==> config.mk <==
export PLATFORM = sky130hd
export DESIGN_NAME = cmd_queue_flat
export DESIGN_NICKNAME = d
export VERILOG_FILES = /design/src/rtl/cmd_queue_if.sv /design/src/rtl/cmd_queue.sv /design/src/flat_wrapper.sv
export SDC_FILE = /design/constraint.sdc
export NUM_CORES = 1
export LEC_CHECK = 0
export BUFFER_PORTS_ARGS = -buffer_cell sky130_fd_sc_hd__clkbuf_2
export CAP_MARGIN = 5
export CELL_PAD_IN_SITES_DETAIL_PLACEMENT = 1
export CELL_PAD_IN_SITES_GLOBAL_PLACEMENT = 1
export CORE_UTILIZATION = 35
export DETAILED_ROUTE_END_ITERATION = 12
export GPL_TIMING_DRIVEN = 0
export PLACE_DENSITY_LB_ADDON = 0.25
export SLEW_MARGIN = 0
export SYNTH_ARGS = -nofsm -noshare
export SYNTH_HDL_FRONTEND = slang
export SYNTH_SLANG_ARGS = --single-unit
export TNS_END_PERCENT = 20
==> constraint.sdc <==
create_clock -name clk -period 5.5 [get_ports clk]
set_input_delay 0.825 -clock clk [delete_from_list [all_inputs] [get_ports clk]]
set_output_delay 0.825 -clock clk [all_outputs]
set_load 0.02 [all_outputs]
==> src/rtl/cmd_queue_if.sv <==
// Level-handshake bundle for cmd_queue: upstream capture from UART_wrapper and
// downstream head/pop toward the command consumer.
interface cmd_queue_if #(
    parameter int unsigned WIDTH = 16
) ();
    logic [WIDTH-1:0] cmd_in;
    logic             cmd_rdy_in;
    logic             clr_in;
    logic [WIDTH-1:0] cmd;
    logic             cmd_rdy;
    logic             clr_cmd_rdy;

    modport master (
        output cmd_in, cmd_rdy_in, clr_cmd_rdy,
        input  clr_in, cmd, cmd_rdy
    );

    modport slave (
        input  cmd_in, cmd_rdy_in, clr_cmd_rdy,
        output clr_in, cmd, cmd_rdy
    );
endinterface

==> src/rtl/cmd_queue.sv <==
// Command FIFO between UART_wrapper and the command consumer; lets the host
// queue up to DEPTH commands ahead while the current one is executing.
module cmd_queue #(
    parameter  int unsigned DEPTH = 4,
    parameter  int unsigned WIDTH = 16,
    localparam int unsigned PW    = $clog2(DEPTH),
    localparam int unsigned CW    = $clog2(DEPTH) + 1
) (
    input  logic          clk,
    input  logic          rst_n,
    cmd_queue_if.slave    bus,
    input  logic          flush,
    output logic          full,
    output logic [CW-1:0] count,
    output logic [CW-1:0] peak
);

    logic [WIDTH-1:0] mem_q [DEPTH];
    logic [PW-1:0]    wp_q, wp_d;
    logic [PW-1:0]    rp_q, rp_d;
    logic [CW-1:0]    count_q, count_d;
    logic [CW-1:0]    peak_q, peak_d;
    logic             clr_q, clr_d;
    logic             push, pop;
    logic             full_c;

    assign full_c = (count_q == CW'(DEPTH));

    // Push uses the pre-pop full flag; clr_q blocks re-capture during the handshake.
    always_comb begin
        push    = bus.cmd_rdy_in & ~clr_q & ~full_c & ~flush;
        pop     = bus.clr_cmd_rdy & (count_q != '0) & ~flush;
        wp_d    = wp_q;
        rp_d    = rp_q;
        count_d = count_q;
        clr_d   = push;
        if (flush) begin
            wp_d    = '0;
            rp_d    = '0;
            count_d = '0;
        end else begin
            if (push) wp_d = wp_q + PW'(1);
            if (pop)  rp_d = rp_q + PW'(1);
            if (push && !pop)      count_d = count_q + CW'(1);
            else if (pop && !push) count_d = count_q - CW'(1);
        end
        peak_d = (count_d > peak_q) ? count_d : peak_q;
    end

    always_ff @(posedge clk) begin
        if (!rst_n) begin
            wp_q    <= '0;
            rp_q    <= '0;
            count_q <= '0;
            peak_q  <= '0;
            clr_q   <= 1'b0;
        end else begin
            wp_q    <= wp_d;
            rp_q    <= rp_d;
            count_q <= count_d;
            peak_q  <= peak_d;
            clr_q   <= clr_d;
        end
    end

    // Storage needs no reset: the head is masked to zero while empty.
    always_ff @(posedge clk) begin
        if (rst_n && push) mem_q[wp_q] <= bus.cmd_in;
    end

    assign bus.cmd     = (count_q == '0) ? '0 : mem_q[rp_q];
    assign bus.cmd_rdy = (count_q != '0);
    assign bus.clr_in  = clr_q;
    assign full        = full_c;
    assign count       = count_q;
    assign peak        = peak_q;

endmodule

==> src/flat_wrapper.sv <==
// flat-port wrapper written by rule: the top's interface ports become plain ports
module cmd_queue_flat 
#(
    parameter  int unsigned DEPTH = 4,
    parameter  int unsigned WIDTH = 16,
    localparam int unsigned PW    = $clog2(DEPTH),
    localparam int unsigned CW    = $clog2(DEPTH) + 1
)
  (clk, rst_n, flush, full, count, peak, bus_cmd_in, bus_cmd_rdy_in, bus_clr_cmd_rdy, bus_clr_in, bus_cmd, bus_cmd_rdy);
  cmd_queue_if #(.WIDTH(WIDTH)) bus_i ();
  input  logic clk;
  input  logic rst_n;
  input  logic flush;
  output logic full;
  output logic [CW-1:0] count;
  output logic [CW-1:0] peak;
  input wire logic [$bits(bus_i.cmd_in)-1:0] bus_cmd_in;
  input wire logic [$bits(bus_i.cmd_rdy_in)-1:0] bus_cmd_rdy_in;
  input wire logic [$bits(bus_i.clr_cmd_rdy)-1:0] bus_clr_cmd_rdy;
  output wire logic [$bits(bus_i.clr_in)-1:0] bus_clr_in;
  output wire logic [$bits(bus_i.cmd)-1:0] bus_cmd;
  output wire logic [$bits(bus_i.cmd_rdy)-1:0] bus_cmd_rdy;
  assign bus_i.cmd_in = bus_cmd_in;
  assign bus_i.cmd_rdy_in = bus_cmd_rdy_in;
  assign bus_i.clr_cmd_rdy = bus_clr_cmd_rdy;
  assign bus_clr_in = bus_i.clr_in;
  assign bus_cmd = bus_i.cmd;
  assign bus_cmd_rdy = bus_i.cmd_rdy;
  cmd_queue #(.DEPTH(DEPTH), .WIDTH(WIDTH)) u_core (.clk(clk), .rst_n(rst_n), .bus(bus_i), .flush(flush), .full(full), .count(count), .peak(peak));
endmodule
---- Word level (Yosys, flattened, before mapping) ----
Memories as Yosys holds them, arrays and structs flattened. A register that Yosys moved wholly into a read port is not among the register bits.
Index checks and enable logic that the tools add are counted.
cells by class
  add/sub/neg operators ................... 4
  order comparisons ....................... 1
  eq/ne operators ......................... 1
  muxes and demuxes ....................... 8
  bitwise operators ....................... 9
  reductions and logical operators ........ 8
operators with widths
  kind                                              count
  2-to-1 mux 16 bit                                 1
  2-to-1 mux 3 bit                                  3
  AND 1 bit                                         5
  adder 2 x 1 -> 2 bit, second input constant       2
  2-to-1 mux 2 bit                                  2
  NOT 1 bit                                         4
  adder 3 x 1 -> 3 bit, second input constant       1
  equality test 3 bit, second input constant        1
  greater-than comparator 3 bit                     1
  logical AND 1 bit                                 3
  logical NOT 3 bit                                 1
  nonzero test 3 bit                                1
  subtractor 3 x 1 -> 3 bit, second input constant  1
  logical NOT 1 bit                                 2
  2-to-1 mux 1 bit                                  2
  OR reduction 2 bit                                1
word-level totals
  flip-flop bits (word level) ............. 11
  bits in writable memories ............... 64
  input bits .............................. 21
  output and inout bits ................... 25
  word-level logic and storage cells ...... 37
  memories kept ........................... 1
memories
  name          depth  width  rd ports  clocked after Yosys merged registers in  wr ports  RTL line         source
  u_core.mem_q  4      16     1         1                                        1         cmd_queue.sv:18  logic [WIDTH-1:0] mem_q [DEPTH];

---- Logic depth before layout (Yosys ltp) ----
  word-level depth ........................ 10
  mapped depth ............................ 13
  depth with buffers taken out ............ 13

---- Least setup slack after synthesis ----
OpenSTA, ideal clock, no wires.
  kind .................................... in2reg
  start ................................... input port bus_clr_cmd_rdy
  end ..................................... register u_core.peak_q[1], in the netlist u_core.peak[1]
  library setup time ...................... 0.123 ns
  arrival time ............................ 2.748 ns
  data required time ...................... 5.377 ns
  setup slack ............................. 2.629 ns
  cell stages on the path ................. 11
  path buffers ............................ 0
  cells stage by stage .................... nor2b_4 nor4_4 o21ai_0 mux2i_1 nor2_1 ha_1 nor2b_1 o21a_1 o21ai_0 or2_2 o21ai_1
on the way
  cells in the longest elaborated chain, start to end .. 7
  elaborated cells between the ends (all ways) .. 9
  classes of those cells .................. 1 x order compare; 3 x mux; 2 x bitwise; 3 x reduce/logical
ends and longest elaborated chain
  element                                                        RTL line                          source
  start: declaration                                             flat_wrapper.sv:19                input wire logic [$bits(bus_i.clr_cmd_rdy)-1:0] bus_clr_cmd_rdy;
  AND 1 bit (*) (2 in series)                                    cmd_queue.sv:32                   pop = bus.clr_cmd_rdy & (count_q != '0) & ~flush;
  logical AND 1 bit / logical NOT 1 bit (equally long branches)  cmd_queue.sv:45, cmd_queue.sv:44
  2-to-1 mux 3 bit / logical AND 1 bit (equally long branches)   cmd_queue.sv:45, cmd_queue.sv:44
  2-to-1 mux 3 bit (*)                                           cmd_queue.sv:44                   if (push && !pop) count_d = count_q + CW'(1);
  2-to-1 mux 3 bit (*)                                           cmd_queue.sv:37                   if (flush) begin
  via u_core.count_d[1]                                          cmd_queue.sv:21                   logic [CW-1:0] count_q, count_d;
  greater-than comparator 3 bit                                  cmd_queue.sv:47                   peak_d = (count_d > peak_q) ? count_d : peak_q;
  end signal: assignment                                         cmd_queue.sv:61                   peak_q <= peak_d;
  end: declaration                                               cmd_queue.sv:22                   logic [CW-1:0] peak_q, peak_d;
Mark *: on every way through the listed nets, which the timed path passes. The rest lies on a longest branch.
A chain may end at the register's enable or synchronous reset.

---- Worst setup path in the final report ----
  start ................................... register u_core.count_q[0], in the netlist u_core.count[0]
  end ..................................... output port bus_cmd[7]
on the way
  cells in the longest elaborated chain, start to end .. 2
ends and longest elaborated chain
  element                   RTL line            source
  start: declaration        cmd_queue.sv:21
  start signal: assignment  cmd_queue.sv:60     count_q <= count_d;
  logical NOT 3 bit         cmd_queue.sv:71     assign bus.cmd = (count_q == '0) ? '0 : mem_q[rp_q];
  2-to-1 mux 16 bit         cmd_queue.sv:71
  end: declaration          flat_wrapper.sv:21  output wire logic [$bits(bus_i.cmd)-1:0] bus_cmd;
Every way passes these cells.

==> results.txt <==
WL final: 5860 µm
share of power burned in registers: 53.8%
Pint: 927 µW
ratio of cells with drive above 1 in the final layout: 35.9%
global-route wire length before repair: 9830 µm
row cnt: 34
multiplexer share of the synthesized area: 11.9%
Power, Total: 1.19 mW
Worst Hold Launch: u_core.peak[1]
CTS root buffer: clkbuf_8
GR Layer Usage met3: 4.46%
GRT Total Usage: 13.7%
final setup TNS: 0 ns
post-route antenna net violation count: 0
GRT met1 Usage: 16.1%
NetSw: 262 µW
r2r setup slk: 2.47 ns
vias: 1721
Die Ht: 97.6 µm
EDFF count, synth: 64
RSZ-0062 raised after global routing: no
Warnings, synthesis: 0
outcome: finished, final reports clean
max-cap viol count: 0
die area: 9520 µm²
clock tree sinks: 77
average cell area after synthesis: 17.1 µm²
total gr overflow: 0
worst hold slack: 0.482 ns
crit path max fanout: 10
Startpoint Class: register
WS Path Type: reg -> out
Worst Hold Class: reg -> reg
Setup crit end kind: primary output
reg2reg start: u_core.count[0]
crit path from: u_core.count[0]
clock share of power: 39.5%
cells resized by post-CTS repair: 0
DRT Pass-1 Iters: 4
initial antenna violation count: 0
hold path depth: 2
main combinational cell family by area after synthesis: multiplexers
Fin. Hold Viols: 0
DRC viols: 0
Simple-Gate Fraction of Synth Area: 9.74%
asr flop ratio synth: 0%
Max Fclk: 312 MHz
Reg2Reg Capture Point: u_core.peak[2]
Worst EP required: 4.68 ns
ANT cells: 0
Synth Register Bits: 77
global routing's busiest layer: met2
synthesized area: 3200 µm²
Synthesized Nets: 218
Final Skew: 0.00831 ns
Die W: 97.6 µm
gpl congestion: 0.686
Area Growth Syn to Fin: 18.2%
TritonCTS clock tree: built
clock period minus worst slack: 3.20 ns
Fill cells: 886
Post-Synth Adder-Cell Area: 3.91%
Worst Tran Pin Value: 0.913 ns
PD cells: 315 nW/µm²
Buffers on Ports: 45
vias in the first global route: 1903
Starting Density: 36.5%
leakage power: 1.38 nW
Netlist cell types: 36
xor-xnor portion of the synthesized cell area: 1.10%
post-synthesis sequential area ratio: 68.2%
Core Area: 8760 µm²
final setup vio count: 0
Hold Path Sink: u_core.peak[1]
clk_lat worst skew: 0.34 ns
worst vdd ir: 0.127 mV
Worst EP arrival: 2.38 ns
vias per cell: 4.83
period utilization: 58.2%
fin worst setup slack: 2.30 ns
Synth Area in Compound Gates: 3.05%
Syn Inst Count: 187
max-slew violation total from the final report: 0
met2 GRT Util: 23.4%
Detail Placement HPWL: 3960 µm
reg2reg path depth: 13
H-Tree Level Count: 3
post-cts hold buffer count: 0
Sw Share: 22.1%
total placed cells including tap cells: 340
fin nets: 274
# IOs: 46
Post CTS Setup Buffer Count: 0
logic gate share of total power: 6.7%
Inserted Clock Buffers: 9
Slew headroom: 39.1%
top_reg_cell synth: edfxtp_1
Starting DRT DRC Count: 67
Post-Layout Cell Count: 356
clock tree buffer depth: 2
clock transition at the registers of the reported paths: 0.08 ns
WL/cell: 16.5 µm
Setup Slack @ Placement: 2.15 ns
largest net degree at the start of global routing: 17
-- layout by cell type, fill, tap and decap left out, drive strengths merged --
cell and instances:
edfxtp 64, clkbuf 56, and2 22, mux4 16
dfxtp 13, nor2 12, ha 10, inv 10
nand3 5, o21ai 4, buf 4, clkinv 4
or2 3, a21o 2, mux2i 2, nand2 2
xnor2 2, xor2 2, bufinv 2, nor2b 2
nand2b 2, nor4 1, o2111ai 1, o2bb2ai 1
and3 1, a221oi 1, o22ai 1, nor3 1
o21a 1, o41ai 1
-- Yosys cell counts, types with 5 or more instances --
library cell / n / area, µm²
mux4_2: 16 / 360
ha_1: 10 / 125
edfxtp_1: 64 / 1920
dfxtp_1: 13 / 260
nand3_1: 5 / 25.0
inv_1: 9 / 33.8
and2_1: 21 / 131
nor2_1: 11 / 41.3
-- layout make-up --
cell class / instances / area (µm²) / area share [%]
clock inverter: 7 / 98.8 / 2.61
buffer: 6 / 32.5 / 0.860
sequential: 77 / 2180 / 57.7
tap: 108 / 135 / 3.57
timing repair buffer: 45 / 225 / 5.96
multi-input combinational: 95 / 950 / 25.1
inverter: 9 / 33.8 / 0.893
clock buffer: 9 / 124 / 3.28
-- power groups by stage --
| stage | Sequential, mW | Clock (mW) | Combinational (mW) |
|---|---|---|---|
| after global placement | 0.654 | 0 | 0.0801 |
| after CTS | 0.641 | 0.485 | 0.0817 |
| after global routing | 0.641 | 0.508 | 0.0883 |
| after floorplan | 0.655 | 0 | 0.0478 |
| final | 0.641 | 0.470 | 0.0794 |
| after detailed placement | 0.654 | 0 | 0.0815 |
-- kinds of logic (layout without fill, tap and decap cells) --
logic type / Yosys count / count (layout)
compound gates: 12 / 12
xor+xnor: 4 / 4
fa+ha+maj: 10 / 10
buf+inv: 15 / 76
mux: 18 / 18
flops: 77 / 77
simple gates: 51 / 51
-- worst max path at each step --
stage,to,slack [ns],cells after the start
2_1_floorplan,u_core.peak[1],2.63,11
3_3_place_gp,u_core.peak[1],2.15,12
3_5_place_dp,u_core.peak[2],2.15,12
4_1_cts,bus_cmd[7],2.21,7
5_1_grt,bus_cmd[7],2.06,7
6_report,bus_cmd[7],2.30,7
-- sequential cells by signal, indices dropped and copies added (netlist names), named ones only --
register	cells
u_core.bus.clr_in	1
u_core.count	3
u_core.mem_q	64
u_core.peak	3
u_core.rp_q	2
u_core.wp_q	2
-- critical path, cell delays in order, from the launching register on --
cell and delay [ns]:
dfxtp_1 0.38, inv_1 0.10, ha_1 0.28, nand2b_1 0.13, clkbuf_1 0.36, clkbuf_1 0.40, and2_1 0.21, clkbuf_2 0.17
-- routing by layer --
layer | vias up | wire length, µm | share of wire (%)
li1 | 814 | - | -
met1 | 864 | 2540 | 43
met2 | 37 | 3040 | 52
met3 | 6 | 222 | 3.8
met4 | 0 | 64 | 1.1
met5 | - | 0 | 0
-- per-stage QoR --
step                area, µm²  utilization [%]
finish                   3780             43.1
global route             3780             43.1
detailed placement       3560             40.6
global placement         3560             40.6
floorplan                3200                -
CTS                      3780             43.1
No activity file was read; power rests on OpenSTA's default activity.
